### config.mk
export PLATFORM = sky130hd
export DESIGN_NAME = elastic_pipe_stage
export DESIGN_NICKNAME = d
export VERILOG_FILES = /design/src/rtl/pipe_pkg.sv /design/src/rtl/pipe_skid_slot.sv /design/src/rtl/elastic_pipe_stage.sv
export SDC_FILE = /design/constraint.sdc
export NUM_CORES = 1
export LEC_CHECK = 0
export BUFFER_PORTS_ARGS = -buffer_cell sky130_fd_sc_hd__buf_2
export CAP_MARGIN = 10
export CORE_MARGIN = 4
export CORE_UTILIZATION = 45
export DETAILED_ROUTE_END_ITERATION = 10
export PLACE_DENSITY = 0.68
export SYNTH_ARGS = -nofsm -noshare
export SYNTH_HDL_FRONTEND = slang
export SYNTH_SLANG_ARGS = --single-unit
### constraint.sdc
create_clock -name clk_i -period 17.9 [get_ports clk_i]
set_clock_uncertainty 0.15 [all_clocks]
set_input_delay 0.895 -clock clk_i [delete_from_list [all_inputs] [get_ports clk_i]]
set_output_delay 0.895 -clock clk_i [all_outputs]
set_load 0.1 [all_outputs]
### src/rtl/pipe_pkg.sv
// Shared types for the core pipeline: stage-boundary payload structs and the elastic
// stage occupancy state.
package pipe_pkg;

  typedef enum logic [1:0] {
    ST_EMPTY,
    ST_ONE,
    ST_FULL
  } stage_state_e;

  // Decode-stage control bundle, 12 bits.
  typedef struct packed {
    logic       jmp_sel;
    logic       br_unsigned;
    logic       reg_write;
    logic       mem_write;
    logic       src_a;
    logic       src_b;
    logic [1:0] wb_sel;
    logic [3:0] alu_control;
  } de_ctrl_t;

  typedef struct packed {
    logic [31:0] pc;
    logic [31:0] instr;
  } fd_payload_t;

  // ID/EX boundary: 12 + 4*32 + 4*5 + 3 = 163 bits.
  typedef struct packed {
    de_ctrl_t    ctrl;
    logic [31:0] immediate;
    logic [31:0] pc;
    logic [31:0] rs1data;
    logic [31:0] rs2data;
    logic [4:0]  rs1;
    logic [4:0]  rs2;
    logic [4:0]  rd;
    logic [4:0]  opcode;
    logic [2:0]  funct3;
  } de_payload_t;

  typedef struct packed {
    logic        reg_write;
    logic        mem_write;
    logic [1:0]  wb_sel;
    logic [31:0] alu_result;
    logic [31:0] rs2data;
    logic [31:0] pc;
    logic [4:0]  rd;
    logic [2:0]  funct3;
  } em_payload_t;

  typedef struct packed {
    logic        reg_write;
    logic [1:0]  wb_sel;
    logic [31:0] alu_result;
    logic [31:0] mem_rdata;
    logic [31:0] pc;
    logic [4:0]  rd;
  } mw_payload_t;

  localparam int unsigned FD_PAYLOAD_W = $bits(fd_payload_t);
  localparam int unsigned DE_PAYLOAD_W = $bits(de_payload_t);
  localparam int unsigned EM_PAYLOAD_W = $bits(em_payload_t);
  localparam int unsigned MW_PAYLOAD_W = $bits(mw_payload_t);

endpackage

### src/rtl/pipe_skid_slot.sv
// One storage entry of an elastic stage: payload flops plus a valid bit.
// Flush beats load, load beats drop.
module pipe_skid_slot
  import pipe_pkg::*;
#(
  parameter int unsigned DATA_W        = DE_PAYLOAD_W,
  parameter bit          CLEAR_PAYLOAD = 1'b1
) (
  input  logic              clk_i,
  input  logic              rst_i,
  input  logic              flush_i,
  input  logic              load_i,
  input  logic              drop_i,
  input  logic [DATA_W-1:0] data_i,
  output logic              valid_o,
  output logic [DATA_W-1:0] data_o
);

  logic              valid_q, valid_d;
  logic [DATA_W-1:0] data_q, data_d;

  always_comb begin
    valid_d = valid_q;
    data_d  = data_q;
    if (flush_i) begin
      valid_d = 1'b0;
      if (CLEAR_PAYLOAD) begin
        data_d = '0;
      end
    end else if (load_i) begin
      valid_d = 1'b1;
      data_d  = data_i;
    end else if (drop_i) begin
      valid_d = 1'b0;
    end
  end

  always_ff @(posedge clk_i or posedge rst_i) begin
    if (rst_i) begin
      valid_q <= 1'b0;
      data_q  <= '0;
    end else begin
      valid_q <= valid_d;
      data_q  <= data_d;
    end
  end

  assign valid_o = valid_q;
  assign data_o  = data_q;

endmodule

### src/rtl/elastic_pipe_stage.sv
// Valid/ready pipeline stage with optional skid entry (registered in_ready_o) and flush.
// The main slot always drives the outputs; the skid slot only absorbs the beat in flight.
module elastic_pipe_stage
  import pipe_pkg::*;
#(
  parameter int unsigned DATA_W        = DE_PAYLOAD_W,
  parameter bit          SKID_EN       = 1'b1,
  parameter bit          CLEAR_PAYLOAD = 1'b1
) (
  input  logic              clk_i,
  input  logic              rst_i,
  input  logic              flush_i,
  input  logic              in_valid_i,
  output logic              in_ready_o,
  input  logic [DATA_W-1:0] in_data_i,
  output logic              out_valid_o,
  input  logic              out_ready_i,
  output logic [DATA_W-1:0] out_data_o,
  output logic [1:0]        occupancy_o,
  output logic              killed_o
);

  stage_state_e      state_q, state_d;
  logic              in_fire, out_fire;
  logic              main_load, main_drop, main_from_skid;
  logic              skid_load, skid_drop;
  logic              main_valid, skid_valid;
  logic [DATA_W-1:0] main_din, main_data, skid_data;
  logic              killed_q, killed_d;
  logic              rst_done_q;

  assign in_fire  = in_valid_i & in_ready_o;
  assign out_fire = main_valid & out_ready_i;

  always_comb begin
    state_d        = state_q;
    main_load      = 1'b0;
    main_drop      = 1'b0;
    main_from_skid = 1'b0;
    skid_load      = 1'b0;
    skid_drop      = 1'b0;
    unique case (state_q)
      ST_EMPTY: begin
        if (in_fire) begin
          state_d   = ST_ONE;
          main_load = 1'b1;
        end
      end
      ST_ONE: begin
        if (in_fire && out_fire) begin
          main_load = 1'b1;
        end else if (in_fire && SKID_EN) begin
          state_d   = ST_FULL;
          skid_load = 1'b1;
        end else if (out_fire) begin
          state_d   = ST_EMPTY;
          main_drop = 1'b1;
        end
      end
      ST_FULL: begin
        if (out_fire) begin
          state_d        = ST_ONE;
          main_load      = 1'b1;
          main_from_skid = 1'b1;
          skid_drop      = 1'b1;
        end
      end
      default: state_d = ST_EMPTY;
    endcase
    if (flush_i) begin
      state_d = ST_EMPTY;
    end
  end

  // A flush kills anything held that is not leaving this cycle, plus any beat accepted now.
  always_comb begin
    killed_d = flush_i & (in_fire | (state_q == ST_FULL) | ((state_q == ST_ONE) & ~out_fire));
  end

  always_ff @(posedge clk_i or posedge rst_i) begin
    if (rst_i) begin
      state_q    <= ST_EMPTY;
      killed_q   <= 1'b0;
      rst_done_q <= 1'b0;
    end else begin
      state_q    <= state_d;
      killed_q   <= killed_d;
      rst_done_q <= 1'b1;
    end
  end

  assign main_din = main_from_skid ? skid_data : in_data_i;

  pipe_skid_slot #(
    .DATA_W        (DATA_W),
    .CLEAR_PAYLOAD (CLEAR_PAYLOAD)
  ) u_main (
    .clk_i   (clk_i),
    .rst_i   (rst_i),
    .flush_i (flush_i),
    .load_i  (main_load),
    .drop_i  (main_drop),
    .data_i  (main_din),
    .valid_o (main_valid),
    .data_o  (main_data)
  );

  if (SKID_EN) begin : g_skid
    logic in_ready_q;

    pipe_skid_slot #(
      .DATA_W        (DATA_W),
      .CLEAR_PAYLOAD (CLEAR_PAYLOAD)
    ) u_skid (
      .clk_i   (clk_i),
      .rst_i   (rst_i),
      .flush_i (flush_i),
      .load_i  (skid_load),
      .drop_i  (skid_drop),
      .data_i  (in_data_i),
      .valid_o (skid_valid),
      .data_o  (skid_data)
    );

    // rst_done_q gates one extra edge so ready rises on the second edge after release.
    always_ff @(posedge clk_i or posedge rst_i) begin
      if (rst_i) begin
        in_ready_q <= 1'b0;
      end else begin
        in_ready_q <= rst_done_q & (state_d != ST_FULL);
      end
    end

    assign in_ready_o = in_ready_q;
  end else begin : g_no_skid
    logic ready_en_q;
    logic unused_skid;

    always_ff @(posedge clk_i or posedge rst_i) begin
      if (rst_i) begin
        ready_en_q <= 1'b0;
      end else begin
        ready_en_q <= rst_done_q;
      end
    end

    assign in_ready_o  = ready_en_q & (~main_valid | out_ready_i);
    assign skid_valid  = 1'b0;
    assign skid_data   = '0;
    assign unused_skid = ^{skid_load, skid_drop};
  end

  assign out_valid_o = main_valid;
  assign out_data_o  = main_data;
  assign occupancy_o = {1'b0, main_valid} + {1'b0, skid_valid};
  assign killed_o    = killed_q;

endmodule
Yosys cells after proc, flatten, opt, wreduce, memory -nomap -nowiden

Cells that the tools add are included.
W data, S select, Z words.

Flip-flop bits (word level): 333
Output and inout bits: 168
Word-level logic and storage cells: 54

Add/sub/neg operators: 1
Equal/unequal tests: 3
Mux-type cells: 28
Bitwise logic cells: 8
Reductions and logical operators: 6

Operators by type and width:

| cell                 | count |
|---|---|
| $mux W163            | 5 |
| $mux W1              | 15 |
| $mux W2              | 6 |
| $pmux W2 S3          | 1 |
| $reduce_bool A3 Y1   | 2 |
| $and A1 B1 Y1        | 5 |
| $reduce_bool A2 Y1   | 2 |
| $pmux W1 S3          | 1 |
| $add A1 B1 Y2        | 1 |
| $eq A2 B1 Y1 const B | 1 |
| $eq A2 B2 Y1 const B | 1 |
| $logic_not A2 Y1     | 1 |
| $ne A2 B2 Y1 const B | 1 |
| $or A1 B1 Y1         | 2 |
| $logic_and A1 B1 Y1  | 1 |
| $not A1 Y1           | 1 |

Depth between registers and ports, before layout

Gate-level depths: netlist (run 1).

Depth in word-level cells: 8
Depth in mapped cells: 7

Cells and area by module

A second synthesis (run 1) with hierarchy kept.

Cell total of the unflattened synthesis: 1267
Area, all modules: 16365.7 sq um

Modules (own cells, without submodules):

| module             | times used | cells an instance | area each (sq um) | seq. area each (sq um) |
|---|---|---|---|---|
| pipe_skid_slot     | 2          | 530               | 6642.6            | 4103.9 |
| elastic_pipe_stage | 1          | 207               | 3080.5            | 125.1 |

Worst setup path after synthesis (run 1)

Ideal clock, no wire load.

Path kind: register -> output
Start point: register u_main.valid_q (netlist: u_main.valid_o)
End point: output occupancy_o[1]
Data arrival time: 1.844 ns
Data required time: 16.855 ns
Setup slack: 15.011 ns
Stages on the path, launching flop included: 2
Path through: dfrtp_1 -> ha_1

Word-level cells in the longest chain between the ends: 1

Ends and longest elaborated chain:

| what                   | line                      | source |
|---|---|---|
| from (decl)            | pipe_skid_slot.sv:19      | `logic valid_q, valid_d;` |
| from (signal assigned) | pipe_skid_slot.sv:43      | `valid_q <= valid_d;` |
| $add A1 B1 Y2          | elastic_pipe_stage.sv:155 | `assign occupancy_o = {1'b0, main_valid} + {1'b0, skid_valid};` |
| to (decl)              | elastic_pipe_stage.sv:19  | `output logic [1:0] occupancy_o,` |

No other way between the ends.

Final worst setup path (run 1)

Start point: register state_q[1]
End point: register g_skid.u_skid.data_q[2] (netlist: g_skid.u_skid.data_o[2])

Word-level cells in the longest chain between the ends: 3

Ends and longest elaborated chain:

| what                                | line                     | source |
|---|---|---|
| from (decl)                         | elastic_pipe_stage.sv:23 | `stage_state_e state_q, state_d;` |
| from (signal assigned)              | elastic_pipe_stage.sv:86 | `state_q <= state_d;` |
| $eq A2 B1 Y1                        | elastic_pipe_stage.sv:42 | `unique case (state_q)` |
| $mux W1                             | elastic_pipe_stage.sv:42 |  |
| $reduce_bool A2 Y1 (no source line) | n/a                      |  |
| to (signal assigned)                | pipe_skid_slot.sv:44     | `data_q <= data_d;` |
| to (decl)                           | pipe_skid_slot.sv:20     | `logic [DATA_W-1:0] data_q, data_d;` |

No other way between the ends.
A chain may end at the register's enable or synchronous reset.

==> results by group, run 1 <==
Global routing
  • Initial antenna violation count: 15
  • Largest net degree at the start of global routing: around 120
  • Vias in the first global route: around 13000
  • Global-route wire length before repair: approximately 75000 µm
  • Tot GR Track Use: 0.237
  • Gr ovfl total: 0

Final layout
  • Layout cells sized above 1: 0.278
  • Finished Core Util: 0.538
  • Final instance area: around 19000 µm²
  • Fillcell total: between 3000 and 4000
  • Nets@finish: approximately 1900
  • Synth-to-layout area growth: 17.9%

Synth
  • Sequential area share after synthesis: 0.527
  • Post-Syn Area per Cell: between 10 and 15 µm²
  • Synth Register Bits: 333
  • Syn Nets: 1696
  • Synth Warn #: 0
  • EDFF count, synth: 0
  • Distinct cell type count of the synthesized netlist: 36
  • Syn Inst Count: 1527
  • Asr flop ratio synth: 1.00
  • Post-Syn Area: roughly 16000 µm²
  • Post-synth top flop: dfrtp_1

Detailed routing
  • Routed len/inst: about 21 µm
  • Drc violations: 0
  • DRT Wirelength: roughly 48000 µm
  • Total number of vias: between 10000 and 15000
  • Via density: between 6 and 7
  • Drt first pass iters: 6
  • Post-route ant nets: 0
  • Iter 0 DRT Violations: between 900 and 1000

Floorplanning
  • Initial Util: 0.457
  • Die ar.: around 38000 µm²
  • Die Wd: ~200 µm
  • Core Box Area: 34600 µm²
  • Die Height: between 150 and 200 µm
  • Ports: roughly 340
  • Row cnt: ~70

Timing
  • TNS Setup: 0 ns
  • Hold Fails Final Rpt: 0
  • Final Critical Period: ~3.3 ns
  • Worst Max-Slew Pin Slew: ~1.2 ns
  • Unrepaired setup endpoints after global routing: false
  • Relative slew slack: 0.180
  • WHS: between 0.3 and 0.4 ns
  • Peak Freq: 0.301 GHz
  • Final setup vio count: 0
  • Tcrit/Tclk final: 0.185
  • Final Max Slew Viols: 0

Worst setup path
  • Critical path launch point type: flip-flop
  • CP Launch Point: state_q[1]$_DFF_PP0_
  • Endpoint class of the critical path: flip-flop
  • R2R cell count: 4
  • R2R Path Start: state_q[1]$_DFF_PP0_
  • R2R setup slack: 14.58 ns
  • WS Path Type: flip-flop to flip-flop
  • R2R Path End: g_skid.u_skid.data_o[2]$_DFFE_PP0P_
  • Worst EP required: between 15 and 20 ns
  • Critical Path Fanout Max: a little under 100
  • CP arrival: around 3.6 ns

Clock network
  • Clock transition at path regs: ~0.060 ns
  • Hold buffers post-CTS: 0
  • Clock Latency Late Sink: roughly 0.5 ns
  • Num CTS Buffers: 37
  • Clk Tree Root Cell: clkbuf_16
  • Setup Fix Bufs, Post-CTS: 0
  • Clock sinks: about 330
  • CTS resizes: 0
  • CTS max path bufs: 3
  • H-tree Lvls: 2
  • TritonCTS clock tree: done

Outcome
  • Outcome: completed

Placement
  • Number of buffers inserted by port buffering: approximately 340
  • Hpwl dp: approximately 27000 µm
  • Gpl congestion: ~0.77
  • Area of placed instances: between 15000 and 20000 µm²

Power
  • Max IR drop VDD: slightly above 0.06 mV
  • PD cells: ~100 nW/µm²
  • P_leak: 9.50 nW

Min path
  • WHS Path Cells: 1
  • Hold worst-path end: in_ready_o$_DFF_PP0_
  • Worst Hold Class: flip-flop to flip-flop
  • Hold Crit Start: rst_done_q$_DFF_PP0_

Job
  • Total of max-cap violations: 0
## how the worst max path moves through the flow
stage / end
4_1_cts: g_skid.u_skid.data_o[2]$_DFFE_PP0P_
5_1_grt: g_skid.u_skid.data_o[2]$_DFFE_PP0P_
3_3_place_gp: u_main.data_o[116]$_DFFE_PP0P_
3_5_place_dp: u_main.data_o[116]$_DFFE_PP0P_
2_1_floorplan: g_skid.u_skid.data_o[0]$_DFFE_PP0P_
6_report: g_skid.u_skid.data_o[2]$_DFFE_PP0P_
## cell usage in the layout (no fill, tap or decap), drive strengths merged
master and instances:
o31ai 1, mux2i 163, a21oi 165, nand3 326, a2bb2oi 1, xnor2 1, a21boi 1, dfrtp 333
clkinv 3, nor2 3, a31oi 1, o21ai 163, o22ai 163, or4b 1, conb 1, nor2b 1
ha 1, a2111o 1, inv 3, diode 12, a221oi 1, nand4b 2, nand2 3, clkinvlp 1
and3b 1, or2b 1, clkbuf 59, a211oi 1, buf 356, bufinv 1, nand3b 3, a22oi 1
nand4bb 1, a21bo 1
## per-layer routing
layer / vias to the layer above / part of all wire / track usage
met5: - / 0.0013 / 0
met4: 8 / 0.025 / 0.0678
met3: 77 / 0.083 / 0.0531
met2: 546 / 0.47 / 0.361
met1: 6724 / 0.42 / 0.342
li1: 6083 / - / -
## registers in the layout (all words and copies together), names as in the netlist
name                   count
u_main.valid_o             1
g_skid.u_skid.valid_o      1
g_skid.u_skid.data_o     163
state_q                    2
u_main.data_o            163
rst_done_q                 1
in_ready_o                 1
killed_o                   1
## kinds of logic (layout without fill, tap and decap cells)
logic type | count (synthesis) | in the layout | synth area share
AO/OA/AOI/OAI | 500 | 500 | 0.201
XOR/XNOR | 1 | 1 | 0.000554
adder cells (fa/ha/maj) | 1 | 1 | 0.000791
buffers and inverters | 186 | 423 | 0.0571
flip-flops | 333 | 333 | 0.527
multiplexers | 163 | 163 | 0.103
other | 1 | 13 | 0.000237
AND/OR/NAND/NOR | 342 | 342 | 0.110
## where the power goes
part | internal [mW] | switching (mW)
Sequential | 0.784 | 0.0207
Clock | 0.455 | 0.304
Combinational | 0.0685 | 0.320
Total | 1.31 | 0.645
## worst max-delay path, stage by stage, from the launching register on
cell     delay [ns]
dfrtp_1        0.51
and3b_4        1.01
buf_4          0.93
nand3_1        0.17
a21oi_1        0.22
## final cells by class
cell class,instances,area (µm²),share of cell area
timing repair buffer,356,1840,0.0988
antenna,12,30.0,0.00161
inverter,2,20.0,0.00107
clock inverter,6,65.1,0.00349
clock buffer,59,1150,0.0618
tap,455,569,0.0306
sequential,333,8330,0.447
multi-input combinational,1008,6620,0.355
## synthesized netlist by cell type (2+ instances only)
cell type	n	area share
nand4b_1	2	0.0011
nand3_1	326	0.10
buf_6	12	0.0085
dfrtp_1	333	0.53
o22ai_2	70	0.055
a21oi_1	164	0.052
inv_1	2	0.00048
o22ai_1	93	0.037
buf_4	7	0.0033
o21ai_0	163	0.052
clkbuf_1	93	0.022
nand2_1	3	0.00071
nor2_1	3	0.00071
mux2i_1	163	0.10
nand3b_1	3	0.0014
buf_2	70	0.022
## stage by stage
stage	total power, mW	cells	setup WS [ns]
finish	1.95	2231	14.58
global route	2.02	2225	14.41
CTS	1.97	2219	14.65
detailed placement	1.21	2154	14.19
global placement	1.20	2154	14.20
floorplan	1.11	1527	7.63
Note: power is estimated with default switching activity, not from simulation.
==> run 2: changes to the inputs <==
PLACE_DENSITY = 0.7   (was 0.68)
clock period = 2.95 ns   (was 17.9 ns; I/O delays follow)
==> run 2 against run 1 <==
Global-route usage is 2.9 points higher. Critical path depth is 1 higher. Worst setup slack worse by 14 ns. Count of clock-buffer cells in the layout is 1 higher. Sequential power grew to 6.1 times the previous value. Maximum frequency is 22% higher. Core utilization is 7.0 points higher. Flip-flop and latch count stayed put. Register-to-register slack worse by 14 ns. Highest routed layer is now met4.
==> results by group, run 2 (synthesized netlist as in run 1, its figures left out) <==
Power
  • Max IR drop VDD: ~0.53 mV
  • P_sw: between 3 and 4 mW
  • Comb pwr share: 0.216
  • Internal power: between 8 and 9 mW
  • Flop pwr share: 0.398
  • Clock network fraction of total power: 0.386
  • P_leak: around 11 nW
  • Sw Share: 0.326
  • PD cells: just under 600 nW/µm²

Clock network
  • Clock sinks: approximately 330
  • TritonCTS clock tree: done
  • CTS max path bufs: 3
  • Clk Tree Root Cell: clkbuf_16
  • Setup Fix Bufs, Post-CTS: 0
  • H-tree Lvls: 2
  • Clock transition at path regs: about 0.060 ns
  • Clock Latency Late Sink: ~0.5 ns
  • Num CTS Buffers: 38

Worst setup path
  • CP bufs+invs: 2
  • CP delay by family, top: buffers and inverters
  • Worst EP required: 3.26 ns
  • WS Path Type: flip-flop to flip-flop
  • Crit-path cells: nand3b_1 > buf_12 > o21ai_0 > a21oi_1 > dlygate4sd3_1
  • Slowest CP cell: dlygate4sd3_1
  • Critical path launch point type: flip-flop
  • Critical Path Fanout Max: approximately 160
  • CP arrival: 3.03 ns
  • CP peak stage delay: 0.57 ns
  • Endpoint class of the critical path: flip-flop

Timing
  • Unrepaired setup endpoints after global routing: false
  • Hold Fails Final Rpt: 0
  • Final Max Slew Viols: 0
  • TNS Setup: 0 ns
  • WHS: roughly 0.28 ns
  • Worst Max-Slew Pin Slew: between 1 and 1.5 ns
  • Peak Freq: around 0.37 GHz
  • Final setup vio count: 0
  • Relative slew slack: 0.286
  • Tcrit/Tclk final: 0.925
  • Final Critical Period: around 2.7 ns

Floorplanning
  • Initial Util: 0.457
  • Ports: between 300 and 400
  • Die Height: about 200 µm
  • Die ar.: roughly 38000 µm²
  • Core Box Area: roughly 35000 µm²
  • Die Wd: between 150 and 200 µm
  • Row cnt: 68

Job
  • Total of max-cap violations: 0

Final layout
  • Synth-to-layout area growth: 33.2%
  • Commonest non-fill, non-tap cell in the layout: buf_2
  • Most frequent cells in the layout: buf_2 (334), dfrtp_1 (333), nand3_1 (326), dlygate4sd3_1 (201)
  • Finished Core Util: 0.608
  • Nets@finish: 2126
  • Non-filler cells, final: 2444
  • Layout cells sized above 1: 0.257

Global routing
  • Largest net degree at the start of global routing: 164
  • Gr ovfl total: 0
  • Vias in the first global route: 15444
  • Initial antenna violation count: 5
  • Global-route wire length before repair: between 80000 and 90000 µm
  • Tot GR Track Use: 0.265

Detailed routing
  • DRT Wirelength: ~52000 µm
  • Routed len/inst: roughly 21 µm
  • Drt first pass iters: 5
  • Via density: 6.02
  • Total number of vias: ~15000
  • Drc violations: 0
  • Iter 0 DRT Violations: 1190
  • Post-route ant nets: 0

Placement
  • Placed insts: approximately 2200
  • Hpwl dp: 28100 µm
  • Gpl congestion: 0.762
  • Number of buffers inserted by port buffering: 335

Outcome
  • Outcome: completed

Min path
  • Worst Hold Class: input pin to async pin
-- run 2: cell count changes in the layout (fill, tap and decap cells not counted), sizes merged --
cell	previous run	this run
buf	356	373
bufinv	1	2
clkbuf	59	60
diode	12	5
dlygate4sd3	0	201
-- run 2: power groups by stage --
stage / combinational, mW / sequential (mW) / clock (mW)
after global placement: 2.42 / 4.96 / 0
final: 2.65 / 4.88 / 4.73
after floorplan: 0.745 / 6.01 / 0
after CTS: 2.63 / 4.88 / 4.83
after detailed placement: 2.44 / 4.96 / 0
after global routing: 2.77 / 4.90 / 5.03
-- run 2: worst paths after layout --
check / start / endpoint / slack [ns] / cells past startpoint
max in group asynchronous: rst_i / u_main.data_o[22]$_DFFE_PP0P_ / 1.46 / 5
hold / removal: rst_i / g_skid.u_skid.data_o[44]$_DFFE_PP0P_ / 0.28 / 3
setup reg to reg: state_q[1]$_DFF_PP0_ / g_skid.u_skid.data_o[94]$_DFFE_PP0P_ / 0.22 / 5
hold reg to reg: rst_done_q$_DFF_PP0_ / in_ready_o$_DFF_PP0_ / 0.35 / 1
setup / recovery: state_q[1]$_DFF_PP0_ / g_skid.u_skid.data_o[94]$_DFFE_PP0P_ / 0.22 / 5
min in group clk_i: in_data_i[86] / g_skid.u_skid.data_o[86]$_DFFE_PP0P_ / 0.29 / 4
-- run 2: area by class of cell --
cell class                      count  area [µm²]
Antenna cell                        5        12.5
Clock buffer                       60        1160
Clock inverter                      7        92.6
Fill cell                        2747       13600
Inverter                            2        16.3
Multi-Input combinational cell   1008        6620
Sequential cell                   333        8330
Tap cell                          455         569
Timing Repair Buffer              574        4240
-- run 2: what timing repair did --
action / in CTS / in global routing
endpoints found under the hold margin: 351 / 0
setup endpoints to repair: 0 / 0
resized for setup: 0 / 0
hold buffers: 201 / 0
-- run 2: metal layers --
| metal | up-vias | part of all wire | GRT usage |
|---|---|---|---|
| met1 | 7348 | 0.40 | 0.349 |
| met3 | 132 | 0.083 | 0.0526 |
| met5 | - | 0 | 0 |
| met2 | 732 | 0.48 | 0.437 |
| met4 | 0 | 0.034 | 0.0985 |
| li1 | 6501 | - | - |
-- run 2: stage by stage --
step | total power [mW] | setup slack, ns | area (µm²)
floorplan | 6.76 | -1.80 | 15800
global placement | 7.38 | 0.829 | 17800
detailed placement | 7.41 | 0.813 | 17800
CTS | 12.3 | 0.322 | 21000
global route | 12.7 | 0.106 | 21100
finish | 12.3 | 0.221 | 21100
-- run 2: worst register-to-register path, cell delays in order, from the launching register on --
cell and delay, ns:
dfrtp_1 0.55, nand3b_1 0.28, buf_12 0.50, o21ai_0 0.42, a21oi_1 0.20, dlygate4sd3_1 0.57
